<file path="src/rtl/piso_serializer.sv">
// Parallel-in / serial-out converter with a one-word holding register so that
// consecutive words stream out without a gap. The line idles high.
module piso_serializer #(
   parameter int WIDTH     = 8,
   parameter bit MSB_FIRST = 1'b1
) (
   input  logic             clk,
   input  logic             reset,
   input  logic [WIDTH-1:0] data_in,
   input  logic             load_valid,
   output logic             load_ready,
   output logic             ser_out,
   output logic             ser_valid,
   output logic             busy,
   output logic             word_done
);

   localparam int              CW      = $clog2(WIDTH);
   localparam int              OUT_IDX = MSB_FIRST ? WIDTH - 1 : 0;
   localparam logic [CW-1:0]   LAST    = CW'(WIDTH - 1);

   typedef enum logic {
      IDLE  = 1'b0,
      SHIFT = 1'b1
   } state_t;

   state_t           state, state_n;
   logic [CW-1:0]    count, count_n;
   logic [WIDTH-1:0] shreg, shreg_n;
   logic [WIDTH-1:0] hold, hold_n;
   logic             full, full_n;
   logic             done, done_n;
   logic [WIDTH-1:0] shifted;
   logic             accept;
   logic             last;

   // Shift towards the output end, back-filling with ones so an idle line stays high.
   assign shifted = MSB_FIRST ? {shreg[WIDTH-2:0], 1'b1} : {1'b1, shreg[WIDTH-1:1]};

   assign load_ready = ~full;
   assign accept     = load_valid & ~full;
   assign last       = (state == SHIFT) && (count == LAST);

   // Outputs come straight from flops: the presenting shift-register bit,
   // the state bit and a precomputed last-bit flag.
   assign ser_out    = shreg[OUT_IDX];
   assign ser_valid  = (state == SHIFT);
   assign busy       = (state == SHIFT) | full;
   assign word_done  = done;

   // Next-state, datapath and holding-register control.
   always_comb begin
      state_n = state;
      count_n = count;
      shreg_n = shreg;
      hold_n  = hold;
      full_n  = full;
      case (state)
         IDLE: begin
            if (accept) begin
               shreg_n = data_in;
               count_n = '0;
               state_n = SHIFT;
            end
         end
         SHIFT: begin
            if (last) begin
               if (full) begin
                  shreg_n = hold;
                  full_n  = 1'b0;
                  count_n = '0;
               end else if (accept) begin
                  // Word arriving on the last-bit edge bypasses the holding register.
                  shreg_n = data_in;
                  count_n = '0;
               end else begin
                  shreg_n = '1;
                  count_n = '0;
                  state_n = IDLE;
               end
            end else begin
               shreg_n = shifted;
               count_n = count + 1'b1;
               if (accept) begin
                  hold_n = data_in;
                  full_n = 1'b1;
               end
            end
         end
         default: begin
            state_n = IDLE;
            shreg_n = '1;
            count_n = '0;
            full_n  = 1'b0;
         end
      endcase
      done_n = (state_n == SHIFT) && (count_n == LAST);
   end

   // State and datapath registers; reset discards any word in flight.
   always_ff @(posedge clk) begin
      if (reset) begin
         state <= IDLE;
         count <= '0;
         shreg <= '1;
         hold  <= '0;
         full  <= 1'b0;
         done  <= 1'b0;
      end else begin
         state <= state_n;
         count <= count_n;
         shreg <= shreg_n;
         hold  <= hold_n;
         full  <= full_n;
         done  <= done_n;
      end
   end

endmodule
</file>
<file path="config.mk">
export PLATFORM = sky130hd
export DESIGN_NAME = piso_serializer
export DESIGN_NICKNAME = d
export VERILOG_FILES = /design/src/rtl/piso_serializer.sv
export SDC_FILE = /design/constraint.sdc
export NUM_CORES = 1
export LEC_CHECK = 0
export BUFFER_PORTS_ARGS = -buffer_cell sky130_fd_sc_hd__buf_2
export CORE_ASPECT_RATIO = 1.4
export CORE_MARGIN = 2
export CORE_UTILIZATION = 45
export CTS_CLUSTER_DIAMETER = 50
export CTS_CLUSTER_SIZE = 14
export DETAILED_ROUTE_END_ITERATION = 8
export PLACE_DENSITY_LB_ADDON = 0.1
export REMOVE_ABC_BUFFERS = 1
export SYNTH_ARGS = -nofsm -noshare
export SYNTH_HDL_FRONTEND = slang
export SYNTH_SLANG_ARGS = --single-unit
</file>
<file path="constraint.sdc">
create_clock -name clk -period 4.21 [get_ports clk]
set_input_delay 0.6315 -clock clk [delete_from_list [all_inputs] [get_ports clk]]
set_output_delay 0.6315 -clock clk [all_outputs]
set_load 0.02 [all_outputs]
</file>
Yosys cells after proc, flatten, opt, wreduce, memory -nomap -nowiden

Cells that the tools add are included.

Register bits after elaboration: 22
Bits of input ports: 11
Output and inout bits: 5
Logic and storage cells: 34

Add/sub/neg operators: 1
Eq/ne operators: 3
Mux-type cells: 14
Bitwise logic cells: 5
Reduce and logical (&&, ||, !) cells: 5

Operators by type and width:

| kind                                                           | count |
|---|---|
| 8-bit two-way mux                                              | 4 |
| 8-bit case mux with 2 select lines                             | 1 |
| 3-bit == test (second input constant)                          | 2 |
| 3-bit two-way mux                                              | 2 |
| 3-bit case mux with 2 select lines                             | 1 |
| 1-bit two-way mux                                              | 5 |
| 3-bit by 1-bit adder with 3-bit output (second input constant) | 1 |
| 1-bit NOT                                                      | 3 |
| 3-bit AND reduction                                            | 1 |
| 1-bit logical AND                                              | 2 |
| 2-bit inequality test (second input constant)                  | 1 |
| 1-bit case mux with 2 select lines                             | 1 |
| 2-bit AND reduction                                            | 1 |
| 2-bit nonzero test                                             | 1 |
| 1-bit bitwise AND                                              | 1 |
| 1-bit OR                                                       | 1 |

Logic depth before layout (Yosys ltp)

Gate-level depths: netlist (run 1).

Depth in word-level cells: 7
Mapped depth: 6
Mapped depth without buffers: 5

Worst setup path after synthesis (run 1)

No wires, ideal clock.

Path kind: register -> output
Start: register state (netlist: ser_valid)
End: output busy
Arrival time: 0.995 ns
Data required time: 3.579 ns
Slack: 2.583 ns
Stages on the path, launching flop included: 4
Path buffers: 1
Cells stage by stage: dfxtp_1 -> inv_1 -> buf_2 -> nand2_1

Cells in the longest elaborated chain, start to end: 1

RTL lines:

| what                   | line | RTL |
|---|---|---|
| from (decl)            | 27   | `state_t state, state_n;` |
| from (signal assigned) | 110  | `state <= state_n;` |
| 1-bit OR               | 48   | `assign busy = (state == SHIFT) \| full;` |
| to (decl)              | 14   | `output logic busy,` |

No other way between the ends.

Worst setup path after layout (run 1)

Same ends and word-level chain as after synthesis.

==> results of run 1 <==
power groups by stage:
stage	Combinational (mW)	Clock (mW)	Sequential, mW
after floorplan	0.0428	0	0.236
after global placement	0.0678	0	0.237
after detailed placement	0.0675	0	0.237
after CTS	0.0680	0.169	0.232
after global routing	0.0750	0.180	0.234
final	0.0675	0.166	0.232
per-layer routing:
layer  vias up  GRT usage [%]  share of wire (%)
li1        436              -                  -
met3         5           2.05                5.9
met1       407           23.8                 45
met4         0           11.3                2.0
met2        32           29.2                 47
met5         -              0                  0
through the flow:
stage / util [%] / hold slack (ns)
floorplan: - / 0.435
global placement: 49.8 / 0.459
detailed placement: 49.8 / 0.457
CTS: 52.2 / 0.489
global route: 52.2 / 0.512
finish: 52.2 / 0.488
synth_stat cells (4+ instances only):
library cell,n
dfxtp_1,22
nor2_1,18
a32oi_1,9
mux2i_1,9
nand2_1,8
a2bb2oi_1,7
o221ai_1,7
buf_2,4
area by class of cell:
class / count / area, um2
clock buffer: 3 / 22.5
timing repair buffer: 15 / 75.1
multi-input combinational: 77 / 546
clock inverter: 1 / 30.0
inverter: 2 / 7.51
tap: 22 / 27.5
sequential: 22 / 440
fill: 218 / 1050
cell families after synthesis:
| group | count (synthesis) | share of synthesized area [%] |
|---|---|---|
| AND/OR/NAND/NOR | 33 | 14.5 |
| flip-flops | 22 | 41.9 |
| AO/OA/AOI/OAI | 33 | 26.4 |
| adder cells (fa/ha/maj) | 2 | 2.38 |
| multiplexers | 9 | 8.57 |
| buffers and inverters | 11 | 6.19 |
path summary, 6_finish.rpt:
check | endpoint | slack (ns) | depth (start not counted)
max | busy | 1.97 | 3
min | shreg[0]$_SDFFE_PP1P_ | 0.49 | 1
max reg2reg | hold[3]$_SDFFE_PP0P_ | 2.24 | 5
min reg2reg | shreg[0]$_SDFFE_PP1P_ | 0.49 | 1
registers in the layout, summed over array words and instances (netlist names):
register / flops
count: 3
shreg: 8
full: 1
ser_valid: 1
word_done: 1
hold: 8
worst reg2reg max path: stages (launching register included):
cell	delay [ns]
dfxtp_1	0.36
ha_1	0.21
ha_1	0.33
and4bb_1	0.66
mux2i_1	0.25
nor2_1	0.06
==> results.toml, run 1 <==
[run_status]
status = "finished clean"

[detailed_routing]
drt_iter0_drc = 15
drc = 0
totalWireLength_mm = 2.24
ant_nets = 0
firstDrtPassIters = 4
vias_per_cell = 6.20
dr_total_vias = 880
routedWlPerCell_um = 15.8

[critical_path]
slowest_stage = "dfxtp_1"
critPathBufInv = 2
path_max_fanout = 16
crit_start = "ser_valid$_SDFF_PP0_"
crit_arrival_ns = 1.61
critPathTopFamily = "flip-flops"
rr_startpoint = "count[0]$_SDFF_PP0_"
crit_type = "reg -> out"
cp.required_ns = 3.58
critical_path.endpoint_type = "output pin"
start_kind = "flop"
path_cells = "inv_1 > nand2_1 > buf_2"
cpPeakStageDelay_ns = 0.64

[power_and_ir_drop]
clockPowerShare_pct = 35.7
leakage_nw = 0.454
p_int_mw = 0.345
irDropWorstVdd_mv = 0.238
switching_share_pct = 25.9
switchingPower_mw = 0.121
p_seq_share_pct = 49.8
power_frac_comb_pct = 14.5
power.total_mw = 0.466
power_density_mw_per_mm2 = 406

[layout]
area_growth_pct = 9.29
nets = 134
layout-drive-gt1-share_pct = 19.2
final_common_cell = "dfxtp_1"
design_area_mm2 = 0.00115
final_cell_mix = "dfxtp_1 (22), nor2_1 (18), buf_2 (15)"
antenna_cells = 0
stdcell_count = 142

[floorplanning]
ios = 16
die_h_um = 61.2
fp.dieArea_mm2 = 0.00274
initial_core_util_pct = 47.7
num_rows = 20
core_mm2 = 0.00220
die_w_um = 44.8

[sta]
max_slew_margin_pct = 66.5
setup_ws_ns = 1.97
fin_crit_sh_pct = 53.2
finalClockSkew_ns = 0.00307
rsz0062_at_grt = "false"
fmax_mhz = 447
period_minus_slack_ns = 2.24
setup_tns_ns = 0
drv_slew = 0
setup_viol = 0
finalHoldViolations = 0
tightest_slew_ns = 0.503

[logic_synthesis]
synthCells = 110
synth_cell_types = 28
synth_seq_cells = 22
async_flop_share_pct = 0
syn_area_per_cell_um2 = 9.55
synth_top_area_share_pct = 41.9
synth.cell_area_mm2 = 0.00105
yosys_warnings = 0
synth_top_area_cell = "dfxtp_1"
yosysSeqAreaShare_pct = 41.9
synth_area_leaders = "dfxtp_1 (42%), mux2i_1 (8.6%), a32oi_1 (7.5%)"
synth_edf_count = 0
synth_top_flop_cell = "dfxtp_1"

[clock_tree]
clkTransAtPathRegs_ns = 0.13
cts_root_buffer = "clkbuf_4"
cts_tree = "done"
clk_path_buf_depth = 2
cts_buffers = 3
htreeDepth = 1
post_cts_resized = 0
post-cts-setup-buffer-count = 0
clock-sinks = 22
postCtsHoldBufs = 0
clk-insertion-delay-late_ns = 0.32

[global_route]
grt_max_degree = 24
grt_usage_pct = 18.4
gr-total-overflow = 0
grt_pass1_wl_mm = 3.70
first_global_vias = 823
grt_antenna_before_repair = 0

[placement]
port_buffers = 15
hpwl_mm = 1.46
dp_cells = 138
routabilityCongestion = 0.762
placed_cell_area_mm2 = 0.00110
place_ws_ns = 2.24

[min_path]
hold_start = "shreg[0]$_SDFFE_PP1P_"
hold_class = "reg -> reg"

[flow_run]
cap_violations = 0
Note: power is estimated with default switching activity, not from simulation.
==> inputs of run 2 (changes only) <==
ABC_AREA = 1   (was unset)
clock period = 2.2 ns   (was 4.21 ns; I/O delays follow)
==> results.toml, run 2 <==
[flow_run]
cap_violations = 0

[sta]
fmax_mhz = 573
finalHoldViolations = 0
max_slew_margin_pct = 69.6
drv_slew = 0
whs_ns = 0.260
tightest_slew_ns = 0.455
fin_crit_sh_pct = 79.3
setup_viol = 0
finalClockSkew_ns = 0.00383
setup_tns_ns = 0
period_minus_slack_ns = 1.75
rsz0062_at_grt = "false"

[clock_tree]
clkTransAtPathRegs_ns = 0.12
htreeDepth = 1
cts_tree = "done"
postCtsHoldBufs = 0
post-cts-setup-buffer-count = 0
post_cts_resized = 0
cts_root_buffer = "clkbuf_4"
clock-sinks = 22
cts_buffers = 3
clk_path_buf_depth = 2
clk-insertion-delay-late_ns = 0.31

[logic_synthesis]
synth_edf_count = 0
synthCells = 201
yosys_warnings = 0
synth.cell_area_mm2 = 0.00124
synth_most_common_cell = "nand2_1"
async_flop_share_pct = 0
synth_seq_cells = 22
syn_area_per_cell_um2 = 6.15
synth_top_area_cell = "dfxtp_1"
yosysSeqAreaShare_pct = 35.6
synth_top_flop_cell = "dfxtp_1"
synth_cell_types = 20
synth_top_area_share_pct = 35.6
synth_area_leaders = "dfxtp_1 (36%), nand2_1 (22%), inv_1 (9.7%)"
ys_top_cells_by_count = "nand2_1 (74), inv_1 (32), dfxtp_1 (22), nor2_1 (22)"

[layout]
antenna_cells = 0
fillCellCount = 281
reg.largest.list = "hold: 8 flops, shreg: 8 flops, count: 3 flops"
area_growth_pct = 10.7
design_area_mm2 = 0.00137
nets = 231
final_common_cell = "nand2_1"
final_cell_mix = "nand2_1 (74), inv_1 (32), nor2_1 (22), dfxtp_1 (22), buf_2 (15)"
layout-drive-gt1-share_pct = 16.1
final_util_pct = 52.3

[min_path]
whs_path_depth = 2
hold_class = "in -> reg"

[power_and_ir_drop]
power_density_mw_per_mm2 = 621
irDropWorstVdd_mv = 0.265
power.total_mw = 0.850
leakage_nw = 0.765

[floorplanning]
fp.dieArea_mm2 = 0.00319
initial_core_util_pct = 47.3
die_h_um = 66.0
core_mm2 = 0.00262
num_rows = 22
ios = 16
die_w_um = 48.3

[global_route]
grt_antenna_before_repair = 0
grt_pass1_wl_mm = 4.43
gr-total-overflow = 0
grt_max_degree = 18
grt_usage_pct = 19.3
first_global_vias = 1049

[critical_path]
crit_type = "reg -> out"
worstRegToRegCells = 9
critPathTopFamily = "flip-flops"
path_cells = "inv_2 > nand2_1 > buf_2"
start_kind = "flop"
critical_path.endpoint_type = "output pin"
critPathBufInv = 2
cp.required_ns = 1.87
crit_cells = 3
slowest_stage = "dfxtp_1"
path_max_fanout = 12
cpPeakStageDelay_ns = 0.62
crit_arrival_ns = 1.42

[detailed_routing]
drt_iter0_drc = 31
routedWlPerCell_um = 9.92
totalWireLength_mm = 2.51
ant_nets = 0
vias_per_cell = 4.42
firstDrtPassIters = 4
dr_total_vias = 1117
drc = 0

[placement]
placed_cell_area_mm2 = 0.00133
routabilityCongestion = 0.874
hpwl_mm = 2.01
port_buffers = 15

[run_status]
status = "finished clean"
==> run 2: path summary, 6_finish.rpt <==
kind	start	end	slack, ns
worst max register to register	count[0]$_SDFF_PP0_	hold[2]$_SDFFE_PP0P_	0.70
worst min register to register	count[2]$_SDFF_PP0_	count[2]$_SDFF_PP0_	0.49
worst min-delay path	reset	count[1]$_SDFF_PP0_	0.26
worst max-delay path	ser_valid$_SDFF_PP0_	busy	0.45
==> run 2: where the power goes <==
part | internal [mW] | switching, mW | total (mW)
Combinational | 0.0643 | 0.113 | 0.177
Clock | 0.101 | 0.121 | 0.222
Sequential | 0.429 | 0.0217 | 0.451
==> run 2: stage by stage <==
stage	instances	setup WS (ns)
CTS	253	0.440
floorplan	197	0.818
finish	253	0.454
global placement	249	0.774
global route	253	0.332
detailed placement	249	0.717
==> run 2: worst register-to-register path: cells and delay by family, from the launching register on <==
family | cells | cell delay, ns
simple gates | 4 | 0.32
flops | 1 | 0.35
fa+ha+maj | 2 | 0.44
buf+inv | 3 | 0.34
==> run 2: cell families (layout without fill, tap and decap cells) <==
| family | Yosys count | in the layout | share of synthesized area, % |
|---|---|---|---|
| flops | 22 | 22 | 35.6 |
| compound gates | 20 | 20 | 8.70 |
| simple gates | 113 | 113 | 38.8 |
| fa+ha+maj | 2 | 2 | 2.02 |
| buf+inv | 44 | 60 | 14.9 |
==> run 2: per-layer routing <==
layer	share of wire, %	global-route usage [%]
met1	48	23.5
met2	48	31.4
met3	1.7	3.28
met4	2.2	8.45
met5	0	0
==> run 2: final cells by class <==
cell class / instances / area, um2 / area share, %
timing repair buffer: 16 / 82.6 / 6.03
inverter: 40 / 153 / 11.2
multi-input combinational: 135 / 612 / 44.7
tap: 36 / 45.0 / 3.29
clock buffer: 4 / 36.3 / 2.65
sequential: 22 / 440 / 32.2
